### config.mk
export PLATFORM = sky130hd
export DESIGN_NAME = mem_access_ctrl
export DESIGN_NICKNAME = d
export VERILOG_FILES = /design/src/rtl/mem_access_ctrl_pkg.sv /design/src/rtl/mem_access_ctrl_lane.sv /design/src/rtl/mem_access_ctrl.sv
export SDC_FILE = /design/constraint.sdc
export NUM_CORES = 1
export LEC_CHECK = 0
export CORE_AREA = 2 2 132 159
export DETAILED_ROUTE_END_ITERATION = 7
export DIE_AREA = 0 0 134 161
export PLACE_DENSITY = 0.65
export RECOVER_POWER = 50
export SLEW_MARGIN = 40
export SYNTH_ARGS = -nofsm -noshare
export SYNTH_HDL_FRONTEND = slang
export SYNTH_HIERARCHICAL = 1
export SYNTH_SLANG_ARGS = --single-unit
### constraint.sdc
create_clock -name CLK -period 3.1 [get_ports CLK]
set_input_delay 0.62 -clock CLK [delete_from_list [all_inputs] [get_ports CLK]]
set_output_delay 0.62 -clock CLK [all_outputs]
set_load 0.05 [all_outputs]
### src/rtl/mem_access_ctrl_pkg.sv
// mem_access_ctrl_pkg: shared funct3 codes, FSM states and access-legality helpers
// for the MEM-stage data-memory access controller.
`default_nettype none

package mem_access_ctrl_pkg;

   localparam logic [2:0] F3_B  = 3'b000;
   localparam logic [2:0] F3_H  = 3'b001;
   localparam logic [2:0] F3_W  = 3'b010;
   localparam logic [2:0] F3_BU = 3'b100;
   localparam logic [2:0] F3_HU = 3'b101;

   typedef enum logic [1:0] {
      IDLE = 2'd0,
      REQ  = 2'd1,
      DONE = 2'd2
   } state_t;

   // Loads allow B/H/W/BU/HU; stores allow only B/H/W.
   function automatic logic f3_illegal(input logic is_load, input logic [2:0] f3);
      if (is_load) return (f3 == 3'b011) || (f3[2:1] == 2'b11);
      else         return (f3 >= 3'b011);
   endfunction

   function automatic logic f3_misalign(input logic [2:0] f3, input logic [1:0] a);
      return ((f3[1:0] == 2'b01) && a[0]) || ((f3[1:0] == 2'b10) && (a != 2'b00));
   endfunction

endpackage

`default_nettype wire

### src/rtl/mem_access_ctrl_lane.sv
// mem_lane_align: byte-lane strobe/replication for stores and lane
// extraction with sign/zero extension for loads (purely combinational).
`default_nettype none

module mem_lane_align
   import mem_access_ctrl_pkg::*;
(
   input  logic [2:0]  funct3_i,
   input  logic [1:0]  addr_lo_i,
   input  logic [31:0] store_data_i,
   input  logic [31:0] rdata_i,
   output logic [3:0]  strb_o,
   output logic [31:0] wdata_o,
   output logic [31:0] load_data_o
);

   logic [7:0]  byte_sel;
   logic [15:0] half_sel;

   always_comb begin
      strb_o      = 4'hF;
      wdata_o     = store_data_i;
      load_data_o = 32'h0;
      byte_sel    = rdata_i[7:0];
      half_sel    = addr_lo_i[1] ? rdata_i[31:16] : rdata_i[15:0];

      case (addr_lo_i)
         2'd0:    byte_sel = rdata_i[7:0];
         2'd1:    byte_sel = rdata_i[15:8];
         2'd2:    byte_sel = rdata_i[23:16];
         default: byte_sel = rdata_i[31:24];
      endcase

      case (funct3_i[1:0])
         2'b00: begin
            strb_o  = 4'b0001 << addr_lo_i;
            wdata_o = {4{store_data_i[7:0]}};
         end
         2'b01: begin
            strb_o  = 4'b0011 << {addr_lo_i[1], 1'b0};
            wdata_o = {2{store_data_i[15:0]}};
         end
         default: begin
            strb_o  = 4'hF;
            wdata_o = store_data_i;
         end
      endcase

      case (funct3_i)
         F3_B:    load_data_o = {{24{byte_sel[7]}}, byte_sel};
         F3_H:    load_data_o = {{16{half_sel[15]}}, half_sel};
         F3_W:    load_data_o = rdata_i;
         F3_BU:   load_data_o = {24'h0, byte_sel};
         F3_HU:   load_data_o = {16'h0, half_sel};
         default: load_data_o = 32'h0;
      endcase
   end

endmodule

`default_nettype wire

### src/rtl/mem_access_ctrl.sv
// mem_access_ctrl: MEM-stage load/store sequencer driving a single-outstanding
// req/ack data bus, stalling the pipeline while an access is in flight.
`default_nettype none

module mem_access_ctrl
   import mem_access_ctrl_pkg::*;
#(
   parameter int TIMEOUT_CYCLES = 256,
   parameter int CNT_W          = 9
) (
   input  logic        CLK,
   input  logic        RST,
   input  logic        E_VALID,
   input  logic        E_LOAD,
   input  logic        E_STORE,
   input  logic [2:0]  E_FUNCT3,
   input  logic [31:0] E_ADDR,
   input  logic [31:0] E_STORE_DATA,
   input  logic        FLUSH,
   output logic        STALL,
   output logic        MEM_REQ,
   output logic        MEM_WE,
   output logic [31:0] MEM_ADDR,
   output logic [3:0]  MEM_STRB,
   output logic [31:0] MEM_WDATA,
   input  logic        MEM_ACK,
   input  logic [31:0] MEM_RDATA,
   output logic [31:0] LOAD_DATA,
   output logic        LOAD_VALID,
   output logic        MISALIGN,
   output logic        ACC_ERR
);

   localparam logic [CNT_W-1:0] TO_LAST = CNT_W'(TIMEOUT_CYCLES - 1);

   state_t            state_q, state_d;
   logic [CNT_W-1:0]  cnt_q, cnt_d;
   logic [2:0]        f3_q;
   logic [1:0]        addr_lo_q;
   logic              is_load_q;
   logic              flush_q;
   logic              req_q, we_q;
   logic [31:0]       addr_q, wdata_q, load_data_q;
   logic [3:0]        strb_q;
   logic              lv_q, mis_q, err_q;

   logic              accept, acc_ill, acc_mis, timeout_hit, finish_req;
   logic [2:0]        al_f3;
   logic [1:0]        al_addr;
   logic [3:0]        al_strb;
   logic [31:0]       al_wdata, al_load;

   assign accept      = (state_q == IDLE) && E_VALID && (E_LOAD || E_STORE) && !FLUSH;
   assign acc_ill     = f3_illegal(E_LOAD, E_FUNCT3);
   assign acc_mis     = f3_misalign(E_FUNCT3, E_ADDR[1:0]);
   assign timeout_hit = (TIMEOUT_CYCLES != 0) && (cnt_q == TO_LAST);
   assign finish_req  = MEM_ACK || timeout_hit;
   assign STALL       = accept || (state_q == REQ);

   // Store lanes come from the EX inputs at accept; load extraction uses the latched access.
   assign al_f3   = (state_q == REQ) ? f3_q      : E_FUNCT3;
   assign al_addr = (state_q == REQ) ? addr_lo_q : E_ADDR[1:0];

   mem_lane_align u_lane (
      .funct3_i     (al_f3),
      .addr_lo_i    (al_addr),
      .store_data_i (E_STORE_DATA),
      .rdata_i      (MEM_RDATA),
      .strb_o       (al_strb),
      .wdata_o      (al_wdata),
      .load_data_o  (al_load)
   );

   always_ff @(posedge CLK or negedge RST) begin
      if (!RST) begin
         state_q <= IDLE;
         cnt_q   <= '0;
      end else begin
         state_q <= state_d;
         cnt_q   <= cnt_d;
      end
   end

   always_comb begin
      state_d = state_q;
      cnt_d   = cnt_q;
      case (state_q)
         IDLE: begin
            cnt_d = '0;
            if (accept) state_d = (acc_ill || acc_mis) ? DONE : REQ;
         end
         REQ: begin
            cnt_d = cnt_q + CNT_W'(1);
            if (finish_req) state_d = DONE;
         end
         DONE:    state_d = IDLE;
         default: state_d = IDLE;
      endcase
   end

   always_ff @(posedge CLK or negedge RST) begin
      if (!RST) begin
         f3_q        <= 3'b0;
         addr_lo_q   <= 2'b0;
         is_load_q   <= 1'b0;
         flush_q     <= 1'b0;
         req_q       <= 1'b0;
         we_q        <= 1'b0;
         addr_q      <= 32'h0;
         strb_q      <= 4'h0;
         wdata_q     <= 32'h0;
         load_data_q <= 32'h0;
         lv_q        <= 1'b0;
         mis_q       <= 1'b0;
         err_q       <= 1'b0;
      end else begin
         lv_q  <= 1'b0;
         mis_q <= 1'b0;
         err_q <= 1'b0;
         case (state_q)
            IDLE: begin
               flush_q <= 1'b0;
               if (accept) begin
                  if (acc_ill) begin
                     err_q <= 1'b1;
                  end else if (acc_mis) begin
                     mis_q <= 1'b1;
                  end else begin
                     req_q     <= 1'b1;
                     we_q      <= !E_LOAD;
                     addr_q    <= {E_ADDR[31:2], 2'b00};
                     strb_q    <= E_LOAD ? 4'hF : al_strb;
                     wdata_q   <= E_LOAD ? 32'h0 : al_wdata;
                     f3_q      <= E_FUNCT3;
                     addr_lo_q <= E_ADDR[1:0];
                     is_load_q <= E_LOAD;
                  end
               end
            end
            REQ: begin
               if (FLUSH) flush_q <= 1'b1;
               if (finish_req) begin
                  req_q   <= 1'b0;
                  we_q    <= 1'b0;
                  addr_q  <= 32'h0;
                  strb_q  <= 4'h0;
                  wdata_q <= 32'h0;
                  // Ack beats a simultaneous timeout.
                  if (MEM_ACK) begin
                     if (is_load_q) begin
                        load_data_q <= al_load;
                        lv_q        <= !(flush_q || FLUSH);
                     end
                  end else begin
                     load_data_q <= 32'h0;
                     err_q       <= !(flush_q || FLUSH);
                  end
               end
            end
            default: ;
         endcase
      end
   end

   assign MEM_REQ    = req_q;
   assign MEM_WE     = we_q;
   assign MEM_ADDR   = addr_q;
   assign MEM_STRB   = strb_q;
   assign MEM_WDATA  = wdata_q;
   assign LOAD_DATA  = load_data_q;
   assign LOAD_VALID = lv_q;
   assign MISALIGN   = mis_q;
   assign ACC_ERR    = err_q;

endmodule

`default_nettype wire

; ---- After elaboration in Yosys (flattened, before gate mapping)
; Cells that the tools add are included.
[word_totals]
output_inout_bits = 106
ff_bits = 123
wordCells = 121
in_bits = 106
[classes]
bitwise_logic = 2
order_cmp = 1
mux = 55
shift = 2
n_eq_ne = 19
n_reduce_logical = 26
addsub = 1
[op_table]
columns = operator, count
row1 = 2-to-1 mux 32 bit, 10
row2 = case mux 32 bit (2 select lines), 3
row3 = case mux 32 bit (5 select lines), 1
row4 = case mux 8 bit (3 select lines), 1
row5 = 2-to-1 mux 1 bit, 21
row6 = 2-to-1 mux 4 bit, 5
row7 = case mux 9 bit (2 select lines), 1
row8 = 2-to-1 mux 16 bit, 1
row9 = case mux 4 bit (2 select lines), 2
row10 = inequality test 2 bit (second input constant), 5
row11 = adder 9 x 1 -> 9 bit (second input constant), 1
row12 = equality test 9 x 8 -> 1 bit (second input constant), 1
row13 = equality test 2 x 1 -> 1 bit (second input constant), 4
row14 = 2-to-1 mux 2 bit, 4
row15 = case mux 1 bit (2 select lines), 4
row16 = logical OR 1 bit, 7
row17 = equality test 2 bit (second input constant), 3
row18 = equality test 3 x 2 -> 1 bit (second input constant), 2
row19 = equality test 3 bit (second input constant), 2
row20 = logical NOT 2 bit, 3
row21 = logical AND 1 bit, 5
row22 = AND reduction 5 bit, 1
row23 = case mux 2 bit (2 select lines), 1
row24 = AND reduction 2 bit, 2
row25 = other kinds (12), 16

; ---- Logic depth before layout (Yosys ltp)
; Gate-level depths: netlist of run 1.
[logic_depth]
word_depth = 9
ltp_mapped = 13
depth_no_buf = 9

; ---- Cells and area by module
; Netlist of run 1, hierarchy kept.
[modules_own_cells]
columns = module, cells_per_inst, area_per_inst_um2, seq_area_each_um2, n_inst
row1 = mem_access_ctrl, 641, 5898.2, 3027.9, 1
row2 = mem_lane_align, 184, 1584.0, 0.0, 1

; ---- Worst setup path after synthesis of run 1
; Ideal clock, no wire load.
[synth_timing]
path_type = input -> output
from = input port E_VALID
to = output port STALL
path_stages = 4
t_required_ns = 2.480
path_buffers = 1
slack_ns = 0.844
arrival_time_ns = 1.636
cell_sequence = nor4b_4 o21ai_1 clkbuf_1 nand2_1
[synth_via]
elab_chain_cells = 4
[synth_lines]
columns = element, line
row1 = "start, declared", mem_access_ctrl.sv:13  ; input logic E_VALID,
row2 = logical AND 1 bit (3 in a row), mem_access_ctrl.sv:53  ; assign accept = (state_q == IDLE) && E_VALID && (E_LOAD || E_STORE) && !FLUSH;
row3 = logical OR 1 bit, mem_access_ctrl.sv:58  ; assign STALL = accept || (state_q == REQ);
row4 = "end, declared", mem_access_ctrl.sv:20  ; output logic STALL,
; Every way passes these cells.

; ---- Final worst setup path of run 1
[layout_timing]
from = input port MEM_ACK
to = register strb_q[2] (netlist: MEM_STRB[2])
[layout_via]
elab_chain_cells = 3
[layout_lines]
columns = element, line
row1 = "start, declared", mem_access_ctrl.sv:26  ; input logic MEM_ACK,
row2 = logical OR 1 bit, mem_access_ctrl.sv:57  ; assign finish_req = MEM_ACK || timeout_hit;
row3 = inequality test 2 bit (no source line), -
row4 = AND reduction 5 bit (no source line), -
row5 = "end signal, assigned", mem_access_ctrl.sv:132  ; strb_q <= E_LOAD ? 4'hF : al_strb;
row6 = "end, declared", mem_access_ctrl.sv:44  ; logic [3:0] strb_q;
; Every way passes these cells.
; A chain may end at the register's enable or synchronous reset.

==> results by group, run 1 <==
STA
  • Achievable Freq: 355.2 MHz
  • Worst slew pin tran: 1733 ps
  • TNS Setup: 0 ps
  • Hold Fails Final Rpt: 0
  • Rel. slew slack: -15.53%
  • Final Cycle Share: 90.83%
  • Endpoints failing setup: 0
  • Clk_skew: 14.45 ps
  • Slew Limit Fails: 157
  • Final Critical Period: 2816 ps
  • RSZ-0062 raised after global routing: false

Yosys
  • FF+latch count, synth: 121
  • Portion of netlist area occupied by mux cells: 9.983%
  • Post-synthesis compound-gate area fraction: 16.84%
  • Ys async rst share: 100.0%
  • Synthesized area per cell: 9.069 um2
  • Post-Synth Simple-Gate Area: 25.57%
  • Synth Area in XOR/XNOR: 0%
  • Post-synth top flop: dfrtp_1
  • Synth Area in Adders: 0.3344%
  • Ys Warns: 6
  • Syn Inst Count: 825
  • Largest family of logic cells by synthesized area: simple AND/OR/NAND/NOR gates
  • Syn Std Cell Area: 7482 um2
  • Cell variety after synth: 58
  • Post-synth EDFFs: 0
  • Sequential cell area fraction in the yosys report: 40.47%

Critical path
  • Crit Path Max Fanout: 54
  • Setup crit end kind: flop
  • CP arrival: 3080 ps
  • CP Class: in -> reg
  • CP Launch Type: primary input
  • Crit-path cells: dlygate4sd3_1, clkbuf_1, o21ai_4, buf_12, nand3_1, o221ai_1
  • CP max stage cell: clkbuf_1
  • Required time of the worst setup path: 3370 ps
  • Max stage delay on crit path: 1190 ps
  • Reg2Reg Depth: 10

Placement
  • Final GP Congestion: 0.8859
  • DP Cell Count: 1235
  • IO Port Bufs: 209
  • Dpl cell area: 9757 um2
  • DP HPWL: 16.54 mm

Finish
  • Filler Cells Inserted: 1857
  • Ant. Diodes: 0
  • Share of layout cells above drive strength 1: 12.06%
  • Final Core Density: 51.46%
  • Fin nets: 1098
  • Final instance area: 10310 um2
  • Finished Layout Cells: 1268
  • Synth-to-Final Area Change: 37.84%

Clock tree
  • TritonCTS buffer count: 17
  • Post-CTS resize count: 0
  • CTS clk-pin slew, worst paths: 60 ps
  • Clock sink count: 121
  • H-tree depth: 4
  • Clock root cell: clkbuf_16
  • Longest Clk Path Bufs: 2
  • Clock latency on the worst-skew pair: 430 ps
  • CTS tree: built

Pwr
  • Power per Cell Area: 707.2 nW/um2
  • Max VDD drop: 364.0 uV
  • Static leakage: 4.405 nW
  • Pwr Total: 7.293 mW

Detailed routing
  • WL per Instance: 19.60 um
  • DRT iter0 DRCs: 457
  • Vias per Instance: 5.713
  • DRC Markers: 0
  • Drt first pass iters: 7
  • Vias post-DR: 7244
  • ANT nets after route: 0
  • Final WL: 24.85 mm

Floorplanning
  • Total I/O pin count: 212
  • Starting Density: 37.34%
  • Die Wd: 134 um
  • Core ar.: 20040 um2
  • DIE HEIGHT: 161 um
  • Full die area: 21570 um2
  • Row count: 57

Run status
  • Status: finished with violations
  • Failing checks: max-capacitance violations, max-slew violations

Hold path
  • Worst hold stages: 2
  • Worst Hold Class: reg -> reg

Global routing
  • Grt ovf: 0
  • First-pass GRT wire length: 39.86 mm
  • Total track usage: 23.21%
  • Initial antenna violation count: 0
  • Vias in the first global route: 7086
  • Largest net degree at the start of global routing: 120

Run
  • Max Cap Violations: 2
-- sequential cells by signal (all words and copies together) (netlist names), 2 cells and up --
name / count
cnt_q: 9
LOAD_DATA: 32
MEM_WDATA: 32
f3_q: 3
MEM_ADDR: 30
MEM_STRB: 4
state_q: 2
addr_lo_q: 2
-- through the flow --
step,hold slack (ps),setup WS (ps)
floorplan,324.4,844.0
global placement,417.3,433.4
detailed placement,418.1,398.5
CTS,468.9,454.0
global route,495.0,130.8
finish,458.3,284.4
-- final timing paths --
path | from | endpoint | slack, ps
hold reg to reg | LOAD_DATA[22]$_DFFE_PN0P_ | LOAD_DATA[22]$_DFFE_PN0P_ | 460
hold / removal | LOAD_DATA[22]$_DFFE_PN0P_ | LOAD_DATA[22]$_DFFE_PN0P_ | 460
setup / recovery | MEM_ACK | MEM_STRB[2]$_DFFE_PN0P_ | 280
max in group asynchronous | RST | LOAD_DATA[0]$_DFFE_PN0P_ | 620
min in group asynchronous | RST | MEM_ADDR[25]$_DFFE_PN0P_ | 520
setup reg to reg | state_q[1]$_DFFE_PN0P_ | LOAD_DATA[10]$_DFFE_PN0P_ | 450
-- logic make-up (layout without fill, tap and decap cells) --
kind of cell               after synthesis  after routing
adders and majority gates                2              2
and+or+nand+nor                        383            383
AOI/OAI and AO/OA                      156            156
other                                    1              2
DFF                                    121            121
muxes                                   59             59
buffers and inverters                  103            280
-- layout make-up --
| class | instances | area, um2 | share of cell area, % |
|---|---|---|---|
| multi-input combinational | 602 | 3965 | 38.44 |
| tap | 265 | 331.6 | 3.215 |
| clock buffer | 20 | 456.7 | 4.428 |
| clock inverter | 12 | 138.9 | 1.347 |
| sequential | 121 | 3028 | 29.36 |
| inverter | 4 | 15.01 | 0.1456 |
| timing repair buffer | 244 | 2379 | 23.06 |
-- cell usage in the layout (no fill, tap or decap), types with 3 or more instances in the layout --
cell type | netlist | layout
a211oi_1 | 6 | 6
a211oi_2 | 10 | 10
a21o_1 | 4 | 4
a221o_1 | 7 | 7
a22o_1 | 6 | 6
a22oi_1 | 16 | 16
buf_12 | 0 | 3
buf_4 | 11 | 29
clkbuf_1 | 48 | 4
clkbuf_16 | 0 | 17
clkdlybuf4s50_1 | 0 | 175
clkinv_4 | 0 | 4
dfrtp_1 | 121 | 121
dlygate4sd3_1 | 0 | 33
inv_1 | 4 | 4
inv_6 | 0 | 3
mux2_1 | 3 | 7
mux2_2 | 26 | 26
mux2i_1 | 17 | 17
mux4_2 | 6 | 6
nand2_1 | 136 | 136
nand2b_1 | 3 | 3
nand3_1 | 174 | 174
nand4b_1 | 32 | 32
nor2_1 | 17 | 16
nor2b_1 | 3 | 3
nor3_1 | 3 | 3
o211ai_1 | 71 | 71
o21ai_0 | 12 | 12
o221ai_1 | 4 | 4
-- critical path: cells and delay by family --
family,cells,cell delay [ps]
buffers and inverters,3,2050
and+or+nand+nor,1,110
AOI/OAI and AO/OA,2,290
-- power breakdown --
part           switching, mW  total, mW  internal [mW]
clock                  0.799       2.04           1.24
combinational           1.99       3.08           1.09
sequential             0.256       2.17           1.92
-- synth_stat cells (2+ instances only) --
| library cell | count | area share (%) |
|---|---|---|
| nand4b_1 | 32 | 3.7 |
| a221o_1 | 7 | 0.94 |
| o21bai_1 | 2 | 0.20 |
| mux2i_1 | 17 | 2.3 |
| a21oi_1 | 2 | 0.13 |
| dfrtp_1 | 121 | 40 |
| and2_1 | 2 | 0.17 |
| nor2_1 | 17 | 0.85 |
| nor3b_1 | 2 | 0.20 |
| mux2_2 | 26 | 3.9 |
| buf_2 | 35 | 2.3 |
| a211oi_1 | 6 | 0.60 |
| and4_1 | 2 | 0.23 |
| nor3_1 | 3 | 0.20 |
| o211ai_1 | 71 | 7.1 |
| o21a_1 | 2 | 0.20 |
| clkbuf_1 | 48 | 2.4 |
| nand3_1 | 174 | 12 |
| inv_1 | 4 | 0.20 |
| nor2b_1 | 3 | 0.25 |
| nand2_1 | 136 | 6.8 |
| a32o_1 | 2 | 0.27 |
| a22o_1 | 6 | 0.70 |
| o21ai_0 | 12 | 0.80 |
| o221ai_1 | 4 | 0.47 |
| a22oi_1 | 16 | 1.6 |
| nand3b_1 | 2 | 0.20 |
| nand2b_1 | 3 | 0.25 |
| a211oi_2 | 10 | 1.7 |
| ha_1 | 2 | 0.33 |
| mux2_1 | 3 | 0.45 |
| mux2_4 | 5 | 1.0 |
| mux4_2 | 6 | 1.8 |
| buf_6 | 4 | 0.60 |
| o21ai_1 | 2 | 0.13 |
| a21o_1 | 4 | 0.40 |
| buf_4 | 11 | 1.1 |
-- repair_timing --
item                      4_1_cts  5_1_grt
buffers inserted                0        0
hold buffers                    1        0
hold endpoints to repair        2        0
-- per-layer routing --
| layer | track usage [%] | vias to the layer above | part of all wire (%) |
|---|---|---|---|
| li1 | - | 3371 | - |
| met1 | 30.36 | 3514 | 42 |
| met2 | 37.16 | 313 | 48 |
| met3 | 4.645 | 46 | 6.7 |
| met4 | 10.44 | 0 | 3.2 |
| met5 | 0 | - | 0 |
Power figures use the tool's default switching activity.
==> run 2: changes to the inputs <==
--- a/config.mk
+++ b/config.mk
@@ -8,6 +8,7 @@
 export CORE_AREA = 2 2 132 159
 export DETAILED_ROUTE_END_ITERATION = 7
 export DIE_AREA = 0 0 134 161
+export MAX_ROUTING_LAYER = met4
 export PLACE_DENSITY = 0.65
 export RECOVER_POWER = 50
 export SLEW_MARGIN = 40
==> run 2 against run 1 <==
Compared with the run above: the run still ends with max-capacitance violations, max-slew violations left; clock skew shrank 1.8 ps; flip-flop and latch count did not move; clock power about the same; count of clock-buffer cells in the layout stayed put; first-iteration DRC count is 3.7% higher; final area stayed put; non-clock buffer count stayed put; die area unchanged; critical endpoint unchanged; largest cell class unchanged; largest power group unchanged; highest routed layer unchanged.
==> results by group, run 2 (synthesis gave the netlist of run 1 again) <==
Clock tree
  • Longest Clk Path Bufs: 2
  • Hold buffers post-CTS: 1
  • CTS tree: built
  • H-tree depth: 4
  • Clock sink count: 121
  • TritonCTS buffer count: 17
  • Post-CTS resize count: 0
  • Postcts setup bufs: 0
  • Clock latency on the worst-skew pair: 430 ps
  • CTS clk-pin slew, worst paths: 60 ps
  • Clock root cell: clkbuf_16

Critical path
  • CP Class: in -> reg
  • CP Launch Type: primary input
  • Crit Path Max Fanout: 54
  • Crit path launch: MEM_ACK
  • Required time of the worst setup path: 3370 ps
  • Setup crit end kind: flop
  • Reg2reg end: LOAD_DATA[10]$_DFFE_PN0P_
  • Reg2Reg Depth: 10
  • Worst setup path endpoint: MEM_STRB[2]$_DFFE_PN0P_
  • Reg-to-Reg Start: state_q[1]$_DFFE_PN0P_
  • CP arrival: 3080 ps
  • Reg2reg setup slack: 440 ps

Placement
  • Dpl cell area: 9757 um2
  • Final GP Congestion: 0.9007
  • IO Port Bufs: 209
  • DP HPWL: 16.54 mm

Finish
  • Commonest non-fill, non-tap cell in the layout: clkdlybuf4s50_1
  • Area of the multi-input gates: 3965 um2
  • Sequential cell area: 3028 um2
  • Most frequent cells in the layout: 175 x clkdlybuf4s50_1, 174 x nand3_1, 136 x nand2_1
  • Share of layout cells above drive strength 1: 12.06%
  • Ant. Diodes: 0
  • Final instance area: 10310 um2
  • Synth-to-Final Area Change: 37.84%
  • Filler Cells Inserted: 1857
  • Fin nets: 1098

Run status
  • Status: finished with violations
  • Failing checks: max-capacitance violations, max-slew violations

Detailed routing
  • Vias post-DR: 7224
  • DRT iter0 DRCs: 474
  • Drt first pass iters: 5
  • WL per Instance: 19.57 um
  • ANT nets after route: 0
  • DRC Markers: 0
  • Final WL: 24.82 mm
  • Vias per Instance: 5.697

STA
  • Endpoints failing setup: 0
  • Clk_skew: 12.61 ps
  • Final Cycle Share: 90.65%
  • TNS Setup: 0 ps
  • Slew Limit Fails: 157
  • Hold Fails Final Rpt: 0
  • Achievable Freq: 355.9 MHz
  • Rel. slew slack: -15.76%
  • RSZ-0062 raised after global routing: false
  • Worst slew pin tran: 1736 ps
  • Final Critical Period: 2810 ps

Floorplanning
  • Die Wd: 134 um
  • Starting Density: 37.34%
  • Total I/O pin count: 212
  • Full die area: 21570 um2
  • Core ar.: 20040 um2
  • DIE HEIGHT: 161 um
  • Row count: 57

Global routing
  • Vias in the first global route: 7088
  • Largest net degree at the start of global routing: 120
  • Grt ovf: 0
  • Total track usage: 23.92%
  • First-pass GRT wire length: 39.90 mm
  • Initial antenna violation count: 0

Pwr
  • Static leakage: 4.405 nW
  • Power per Cell Area: 706.6 nW/um2
  • Max VDD drop: 366.3 uV

Run
  • Max Cap Violations: 2

Hold path
  • Worst Hold Class: reg -> reg
[run 2: cell counts in the layout (fill, tap and decap cells not counted)]
Identical to the previous run, type by type.
[run 2: cell type report]
| cell class | count | share of cell area (%) |
|---|---|---|
| sequential | 121 | 29.36 |
| timing repair buffer | 244 | 23.06 |
| multi-input combinational | 602 | 38.44 |
| tap | 265 | 3.215 |
| clock inverter | 12 | 1.347 |
| inverter | 4 | 0.1456 |
| clock buffer | 20 | 4.428 |
[run 2: metrics by stage]
stage               cells  setup WS [ps]  hold WS, ps  total power [mW]  util, %
floorplan             826          844.0        324.4             4.208        -
global placement     1235          433.4        417.3             5.300    48.69
detailed placement   1235          398.5        418.1             5.341    48.69
CTS                  1268          454.0        468.9             7.397    51.71
global route         1268          132.7        495.0             7.653    51.46
finish               1268          289.9        457.9             7.288    51.46
[run 2: power breakdown]
part	switching (mW)	internal, mW	total, mW
logic	1.99	1.09	3.08
clock network	0.797	1.24	2.03
registers	0.255	1.92	2.17
[run 2: worst max-delay path: stages]
cell and delay (ps):
dlygate4sd3_1 590, clkbuf_1 1190, o21ai_4 170, buf_12 270, nand3_1 110, o221ai_1 120
[run 2: routing by layer]
layer	global-route usage, %	wire [um]	part of all wire (%)
met1	30.54	10340	42
met2	37.20	11870	48
met3	4.771	1762	7.1
met4	9.865	845	3.4
met5	-	0	0
[run 2: worst min path at each step]
stage | cells past startpoint | from | to
after floorplan | 0 | RST | ACC_ERR$_DFF_PN0_
after global placement | 1 | RST | MEM_ADDR[23]$_DFFE_PN0P_
after detailed placement | 1 | RST | MEM_ADDR[25]$_DFFE_PN0P_
after CTS | 2 | LOAD_DATA[22]$_DFFE_PN0P_ | LOAD_DATA[22]$_DFFE_PN0P_
after global routing | 2 | LOAD_DATA[22]$_DFFE_PN0P_ | LOAD_DATA[22]$_DFFE_PN0P_
final | 2 | LOAD_DATA[22]$_DFFE_PN0P_ | LOAD_DATA[22]$_DFFE_PN0P_
